## config.mk

```make
export PLATFORM = sky130hd
export DESIGN_NAME = ram_arbiter_2client_flat
export DESIGN_NICKNAME = d
export VERILOG_FILES = /design/src/rtl/ram_arbiter_2client_if.sv /design/src/rtl/ram_arbiter_2client.sv /design/src/flat_wrapper.sv
export SDC_FILE = /design/constraint.sdc
export NUM_CORES = 1
export LEC_CHECK = 0
export ABC_AREA = 1
export CAP_MARGIN = 20
export CORE_ASPECT_RATIO = 0.7
export CORE_MARGIN = 4
export CORE_UTILIZATION = 37
export DETAILED_ROUTE_END_ITERATION = 12
export GPL_TIMING_DRIVEN = 0
export PLACE_DENSITY = 0.8
export SYNTH_ARGS = -nofsm -noshare
export SYNTH_HDL_FRONTEND = slang
export SYNTH_SLANG_ARGS = --single-unit
```

## constraint.sdc

```tcl
create_clock -name clk -period 1.2 [get_ports clk]
set_input_delay 0.24 -clock clk [delete_from_list [all_inputs] [get_ports clk]]
set_output_delay 0.24 -clock clk [all_outputs]
set_load 0.005 [all_outputs]
```

## src/rtl/ram_arbiter_2client_if.sv

```systemverilog
// Bus bundle for ram_arbiter_2client: client A/B handshakes, the RAM port and
// the init_done status. The slave modport is the arbiter's view; the master
// modport is the view of the surrounding clients and RAM.
interface ram_arbiter_2client_if #(
  parameter int ADDR_WIDTH = 8,
  parameter int DATA_WIDTH = 8
);
  logic                  init_done;

  logic                  a_req;
  logic                  a_we;
  logic [ADDR_WIDTH-1:0] a_addr;
  logic [DATA_WIDTH-1:0] a_din;
  logic                  a_gnt;
  logic                  a_rvalid;
  logic [DATA_WIDTH-1:0] a_dout;

  logic                  b_req;
  logic                  b_we;
  logic [ADDR_WIDTH-1:0] b_addr;
  logic [DATA_WIDTH-1:0] b_din;
  logic                  b_gnt;
  logic                  b_rvalid;
  logic [DATA_WIDTH-1:0] b_dout;

  logic                  ram_we;
  logic [ADDR_WIDTH-1:0] ram_addr;
  logic [DATA_WIDTH-1:0] ram_din;
  logic [DATA_WIDTH-1:0] ram_dout;

  modport slave (
    output init_done,
    input  a_req, a_we, a_addr, a_din,
    output a_gnt, a_rvalid, a_dout,
    input  b_req, b_we, b_addr, b_din,
    output b_gnt, b_rvalid, b_dout,
    output ram_we, ram_addr, ram_din,
    input  ram_dout
  );

  modport master (
    input  init_done,
    output a_req, a_we, a_addr, a_din,
    input  a_gnt, a_rvalid, a_dout,
    output b_req, b_we, b_addr, b_din,
    input  b_gnt, b_rvalid, b_dout,
    input  ram_we, ram_addr, ram_din,
    output ram_dout
  );
endinterface

```

## src/rtl/ram_arbiter_2client.sv

```systemverilog
// Two-client arbiter for a single-port RAM (sync write, async read).
// After reset it clears every RAM word with one write per cycle, then grants
// at most one client access per cycle. Read data is registered one cycle
// after the grant.
// Optional macro ARB_ROUND_ROBIN_EN: round-robin tie break (client not served
// most recently wins). Undefined: fixed priority, A wins every tie.
module ram_arbiter_2client #(
  parameter int ADDR_WIDTH = 8,
  parameter int DATA_WIDTH = 8
) (
  input  logic                  clk,
  input  logic                  reset_n,
  ram_arbiter_2client_if.slave  bus
);

  typedef enum logic {INIT, SERVE} state_t;

  state_t                state, state_next;
  logic [ADDR_WIDTH-1:0] init_addr;
  logic                  init_done;
  logic                  a_gnt, b_gnt;
  logic                  a_rvalid, b_rvalid;
  logic [DATA_WIDTH-1:0] a_dout, b_dout;
  logic                  ram_we;
  logic [ADDR_WIDTH-1:0] ram_addr;
  logic [DATA_WIDTH-1:0] ram_din;

`ifdef ARB_ROUND_ROBIN_EN
  logic last_b;  // 1: B was granted most recently

  // Last-served pointer, reset to B so A wins the first tie
  always_ff @(posedge clk) begin
    if (!reset_n) begin
      last_b <= 1'b1;
    end else if (a_gnt) begin
      last_b <= 1'b0;
    end else if (b_gnt) begin
      last_b <= 1'b1;
    end
  end
`endif

  // Next state, grant selection and RAM port mux
  always_comb begin
    state_next = state;
    a_gnt      = 1'b0;
    b_gnt      = 1'b0;
    ram_we     = 1'b0;
    ram_addr   = '0;
    ram_din    = '0;
    case (state)
      INIT: begin
        ram_we   = 1'b1;
        ram_addr = init_addr;
        if (init_addr == '1) begin
          state_next = SERVE;
        end
      end
      SERVE: begin
        if (bus.a_req && bus.b_req) begin
`ifdef ARB_ROUND_ROBIN_EN
          a_gnt = last_b;
          b_gnt = !last_b;
`else
          a_gnt = 1'b1;
`endif
        end else begin
          a_gnt = bus.a_req;
          b_gnt = bus.b_req;
        end
        if (a_gnt) begin
          ram_we   = bus.a_we;
          ram_addr = bus.a_addr;
          ram_din  = bus.a_din;
        end else if (b_gnt) begin
          ram_we   = bus.b_we;
          ram_addr = bus.b_addr;
          ram_din  = bus.b_din;
        end
      end
      default: state_next = INIT;
    endcase
  end

  // State register, clear-sweep address and init_done flag
  always_ff @(posedge clk) begin
    if (!reset_n) begin
      state     <= INIT;
      init_addr <= '0;
      init_done <= 1'b0;
    end else begin
      state <= state_next;
      if (state == INIT) begin
        init_addr <= init_addr + 1'b1;
        if (init_addr == '1) begin
          init_done <= 1'b1;
        end
      end
    end
  end

  // Capture read data at the end of a read grant; writes leave dout alone
  always_ff @(posedge clk) begin
    if (!reset_n) begin
      a_rvalid <= 1'b0;
      b_rvalid <= 1'b0;
      a_dout   <= '0;
      b_dout   <= '0;
    end else begin
      a_rvalid <= a_gnt && !bus.a_we;
      b_rvalid <= b_gnt && !bus.b_we;
      if (a_gnt && !bus.a_we) begin
        a_dout <= bus.ram_dout;
      end
      if (b_gnt && !bus.b_we) begin
        b_dout <= bus.ram_dout;
      end
    end
  end

  assign bus.init_done = init_done;
  assign bus.a_gnt     = a_gnt;
  assign bus.b_gnt     = b_gnt;
  assign bus.a_rvalid  = a_rvalid;
  assign bus.b_rvalid  = b_rvalid;
  assign bus.a_dout    = a_dout;
  assign bus.b_dout    = b_dout;
  assign bus.ram_we    = ram_we;
  assign bus.ram_addr  = ram_addr;
  assign bus.ram_din   = ram_din;

endmodule

```

## src/flat_wrapper.sv

```systemverilog
// flat-port wrapper written by rule: the top's interface ports become plain ports
module ram_arbiter_2client_flat 
#(
  parameter int ADDR_WIDTH = 8,
  parameter int DATA_WIDTH = 8
)
  (clk, reset_n, bus_init_done, bus_a_req, bus_a_we, bus_a_addr, bus_a_din, bus_a_gnt, bus_a_rvalid, bus_a_dout, bus_b_req, bus_b_we, bus_b_addr, bus_b_din, bus_b_gnt, bus_b_rvalid, bus_b_dout, bus_ram_we, bus_ram_addr, bus_ram_din, bus_ram_dout);
  ram_arbiter_2client_if #(.ADDR_WIDTH(ADDR_WIDTH), .DATA_WIDTH(DATA_WIDTH)) bus_i ();
  input  logic clk;
  input  logic reset_n;
  output wire logic [$bits(bus_i.init_done)-1:0] bus_init_done;
  input wire logic [$bits(bus_i.a_req)-1:0] bus_a_req;
  input wire logic [$bits(bus_i.a_we)-1:0] bus_a_we;
  input wire logic [$bits(bus_i.a_addr)-1:0] bus_a_addr;
  input wire logic [$bits(bus_i.a_din)-1:0] bus_a_din;
  output wire logic [$bits(bus_i.a_gnt)-1:0] bus_a_gnt;
  output wire logic [$bits(bus_i.a_rvalid)-1:0] bus_a_rvalid;
  output wire logic [$bits(bus_i.a_dout)-1:0] bus_a_dout;
  input wire logic [$bits(bus_i.b_req)-1:0] bus_b_req;
  input wire logic [$bits(bus_i.b_we)-1:0] bus_b_we;
  input wire logic [$bits(bus_i.b_addr)-1:0] bus_b_addr;
  input wire logic [$bits(bus_i.b_din)-1:0] bus_b_din;
  output wire logic [$bits(bus_i.b_gnt)-1:0] bus_b_gnt;
  output wire logic [$bits(bus_i.b_rvalid)-1:0] bus_b_rvalid;
  output wire logic [$bits(bus_i.b_dout)-1:0] bus_b_dout;
  output wire logic [$bits(bus_i.ram_we)-1:0] bus_ram_we;
  output wire logic [$bits(bus_i.ram_addr)-1:0] bus_ram_addr;
  output wire logic [$bits(bus_i.ram_din)-1:0] bus_ram_din;
  input wire logic [$bits(bus_i.ram_dout)-1:0] bus_ram_dout;
  assign bus_init_done = bus_i.init_done;
  assign bus_i.a_req = bus_a_req;
  assign bus_i.a_we = bus_a_we;
  assign bus_i.a_addr = bus_a_addr;
  assign bus_i.a_din = bus_a_din;
  assign bus_a_gnt = bus_i.a_gnt;
  assign bus_a_rvalid = bus_i.a_rvalid;
  assign bus_a_dout = bus_i.a_dout;
  assign bus_i.b_req = bus_b_req;
  assign bus_i.b_we = bus_b_we;
  assign bus_i.b_addr = bus_b_addr;
  assign bus_i.b_din = bus_b_din;
  assign bus_b_gnt = bus_i.b_gnt;
  assign bus_b_rvalid = bus_i.b_rvalid;
  assign bus_b_dout = bus_i.b_dout;
  assign bus_ram_we = bus_i.ram_we;
  assign bus_ram_addr = bus_i.ram_addr;
  assign bus_ram_din = bus_i.ram_din;
  assign bus_i.ram_dout = bus_ram_dout;
  ram_arbiter_2client #(.ADDR_WIDTH(ADDR_WIDTH), .DATA_WIDTH(DATA_WIDTH)) u_core (.clk(clk), .reset_n(reset_n), .bus(bus_i));
endmodule
```

Yosys cells after proc, flatten, opt, wreduce, memory -nomap -nowiden
Index checks and enable logic that the tools add are counted.
- register bits: 28
- output and inout port bits: 38
- word-level logic and storage cells: 33
- input bits: 46
- add/subtract/negate cells: 1
- reduce and logical (&&, ||, !) cells: 6
- eq/ne operators: 1
- multiplexer cells: 17
- bitwise gates (word level): 1
- operators with widths (kind ; number):
    two-way mux 8 bit ; 5
    one-hot mux 8 bit (2 select lines) ; 1
    two-way mux 1 bit ; 10
    adder 8 x 1 -> 8 bit, second input constant ; 1
    equality test 8 bit, second input constant ; 1
    logical AND 1 bit ; 3
    zero test 1 bit ; 2
    one-hot mux 1 bit (2 select lines) ; 1
    AND reduction 2 bit ; 1
    inverter 1 bit ; 1

Longest topological paths before layout
- depth after elaboration: 6
- mapped depth: 8
- gate-level depth less buffers: 7

Worst setup path after synthesis
No wires, ideal clock.
- kind: register -> output
- start: register u_core.state
- end: output port bus_ram_din[5]
- path slack: 0.021 ns
- data arrival time: 0.939 ns
- cell stages (with the launch flop): 6
- path buffers: 2
- data required time: 0.960 ns
- cells stage by stage: dfxtp_1 buf_6 nand2_2 inv_2 buf_6 a22o_1
- word-level cells in the longest chain between the ends: 1
- ends and longest elaborated chain (item ; line ; source):
    start, declared ; ram_arbiter_2client.sv:18 ; state_t state, state_next;
    start signal, assigned ; ram_arbiter_2client.sv:92 ; state <= state_next;
    two-way mux 8 bit ; ram_arbiter_2client.sv:51 ; case (state)
    end, declared ; flat_wrapper.sv:28 ; output wire logic [$bits(bus_i.ram_din)-1:0] bus_ram_din;
Every way passes these cells.

Worst setup path in the final report
- start: register u_core.state
- end: output port bus_ram_din[2]
The elaborated chain is that of the path after synthesis.

==> flow_summary_export.csv <==
group,metric,value,unit
synthesis,ys.warnings.count,0,
synthesis,syn_inst,191,
worst_setup_path,cp.arrival,1.35,ns
sta,slew_violations,0,
worst_setup_path,crit_start,"u_core.state",
worst_setup_path,crit_type,"register to primary output",
sta,skew,0.0126,ns
sta,final-setup-viol-count,27,
clock_tree,cts_buffer_depth,2,
grt,grt_max_degree,16,
sta,slew_headroom,78.7,%
worst_setup_path,r2r_cells,7,
synthesis,synth_edf_count,0,
place,port_buffers,83,
grt,grt_overflow,0,
worst_setup_path,cp_max_fo,4,
clock_tree,htree_levels,1,
synthesis,netlist-cell-type-count,25,
power_and_ir_drop,p_leak,1.28,nW
detailed_routing,drt_iter0_markers,129,
synthesis,netlist_area,1360,µm²
clock_tree,numCtsBuffers,3,
floorplanning,die_h,58.8,µm
synthesis,synthesis.nets,238,
sta,setup_tns,-5.65,ns
sta,hold_viol_final,0,
synthesis,ys_seq_area_share,41.2,%
detailed_routing,wl_per_cell,15.3,µm
floorplanning,die-area,4730,µm²
synthesis,async_flop_share,0,%
detailed_routing,wl,5.35,mm
floorplanning,io_pins,84,
worst_setup_path,r2r-start,"u_core.state",
outcome,violations,"setup timing",
worst_setup_path,worst-r2r-setup-slack,-0.03,ns
sta,post-route-min-period,1.59,ns
power_and_ir_drop,ir_drop,730,µV
min_path,hold_class,"register to register",
detailed_routing,drc,0,
place,gp_congestion,0.725,
sta,worst_pin_slew,0.319,ns
clock_tree,cts_sinks,28,
layout,drive_gt1_share,37.1,%
sta,fmax,0.630,GHz
place,dp_hpwl,3.17,mm
power_and_ir_drop,fin_total_pwr,1.82,mW
worst_setup_path,crit_path_end_kind,"primary output",
clock_tree,insertion_delay,0.28,ns
detailed_routing,viasPerCell,4.95,
floorplanning,rows,18,
detailed_routing,num_vias,1727,
worst_setup_path,crit_end,"bus_ram_din[2]",
floorplanning,core,3540,µm²
synthesis,synth_ff_type,"dfxtp_1",
grt,grt_usage,19.7,%
job,cap_violations,0,
grt,grt_pass1_vias,1595,
power_and_ir_drop,power.density,686,nW/µm²
place,pre_cts_ws,-0.983,ns
synthesis,synth_seq_cells,28,
grt,grt_pass1_wl,7.36,mm
layout,final_core_util,74.8,%
floorplanning,start_util,38.5,%
sta,min_period_over_period,132,%
clock_tree,clk_pin_slew,0.10,ns
detailed_routing,ant_nets,0,
layout,layout.nets,347,
layout,area_delta_synth_final,94.4,%
sta,fin_ws,-0.388,ns
floorplanning,die_x,80.5,µm
outcome,run_status,"complete, but fails checks",
layout,n_antenna_cell,0,
worst_setup_path,r2r_end,"u_core.bus.b_dout[1]",
synthesis,postSynthAreaPerCell,7.13,µm²
clock_tree,cts_tree,"built",
sta,holdWs,0.449,ns
sta,rsz0062_at_grt,"true",
grt,antenna_found_initial,0,
detailed_routing,drt-pass1-iter-count,4,
worst_setup_path,crit_path_start_kind,"register",
worst_setup_path,crit_required,0.96,ns
clock_tree,cts-root-buf,"clkbuf_8",
[worst max-delay path, stage by stage, from the launching register on]
cell and delay [ns]:
dfxtp_4 0.40, nand2_4 0.09, inv_6 0.05, buf_6 0.11
buf_6 0.10, a22o_1 0.19, buf_2 0.13
[flip-flops by register name, indices dropped and copies added, names as in the netlist]
name                  cells
u_core.bus.a_rvalid       1
u_core.bus.a_dout         8
u_core.init_addr          8
u_core.state              1
u_core.bus.init_done      1
u_core.bus.b_dout         8
u_core.bus.b_rvalid       1
[where the power goes]
group | switching, mW | internal [mW]
combinational | 0.110 | 0.172
sequential | 0.0145 | 0.935
clock | 0.291 | 0.294
total | 0.415 | 1.40
[layout make-up]
cell class | count | area, µm²
inverters | 22 | 110
well taps | 50 | 62.6
flip-flops and latches | 28 | 577
repair buffers | 105 | 946
multi-input cells | 136 | 863
plain buffers | 4 | 32.5
fillers | 264 | 890
clock buffers | 4 | 55.1
[how the worst min path moves through the flow]
stage                               startpoint  slack [ns]              endpoint  depth (start not counted)
after floorplan                bus_ram_dout[0]        0.37  u_core.bus.a_dout[0]                          2
after global placement    u_core.bus.init_done        0.44  u_core.bus.init_done                          2
after detailed placement  u_core.bus.init_done        0.44  u_core.bus.init_done                          2
after CTS                 u_core.bus.init_done        0.45  u_core.bus.init_done                          2
after global routing      u_core.bus.init_done        0.46  u_core.bus.init_done                          2
final                     u_core.bus.init_done        0.45  u_core.bus.init_done                          2
[metrics by stage]
stage / std cells / instance area [µm²]
after CTS: 347 / 2460
final: 349 / 2650
after global routing: 349 / 2650
after global placement: 324 / 2250
after detailed placement: 324 / 2250
after floorplan: 191 / 1360
[cells in the final DEF (no fill, tap or decap), drive strengths merged]
cell            n
clkdlybuf4s15   1
nor3            3
buf            45
dfxtp          28
nand2          36
nand3           9
a22o            8
clkbuf          5
dlygate4sd2    21
ha              1
clkdlybuf4s50  41
clkinv          1
nand4           3
inv            21
o211ai          2
nor2           45
o221ai          1
a21oi           8
o21ai          20
[logic make-up (layout without fill, tap and decap cells)]
| family | Yosys count | after routing | synth area share, % |
|---|---|---|---|
| simple gates | 95 | 96 | 30.7 |
| compound gates | 39 | 39 | 17.2 |
| fa+ha+maj | 1 | 1 | 0.919 |
| flops | 28 | 28 | 41.2 |
| buf+inv | 28 | 135 | 10.0 |
[cell usage after synthesis (2+ instances only)]
library cell	n	area, µm²
buf_6	2	22.5
nand2_1	32	120
inv_2	3	11.3
inv_1	17	63.8
nand3_1	9	45.0
nand2_2	2	12.5
nor2_1	42	158
buf_4	2	15.0
dfxtp_1	28	561
o21ai_0	20	100
a21oi_1	8	40.0
o211ai_1	2	15.0
a22o_1	8	70.1
nand4_1	3	18.8
nor3_1	3	15.0
[per-layer routing]
metal,track usage (%),wire [µm],vias to the layer above,share of wire (%)
li1,-,-,846,-
met1,27.1,2350,789,44
met2,32.2,2430,84,45
met3,5.35,511,8,9.6
met4,1.69,55,0,1.0
met5,0,0,-,0
[repair_timing]
item / 4_1_cts / 5_1_grt
buffers inserted: 16 / 7
pin swaps: 9 / 25
gates resized for setup: 144 / 67
endpoints found under the setup margin: 52 / 40
hold buffers: 0 / 0
cloned: 3 / 0
(Power assumes the default switching activity.)
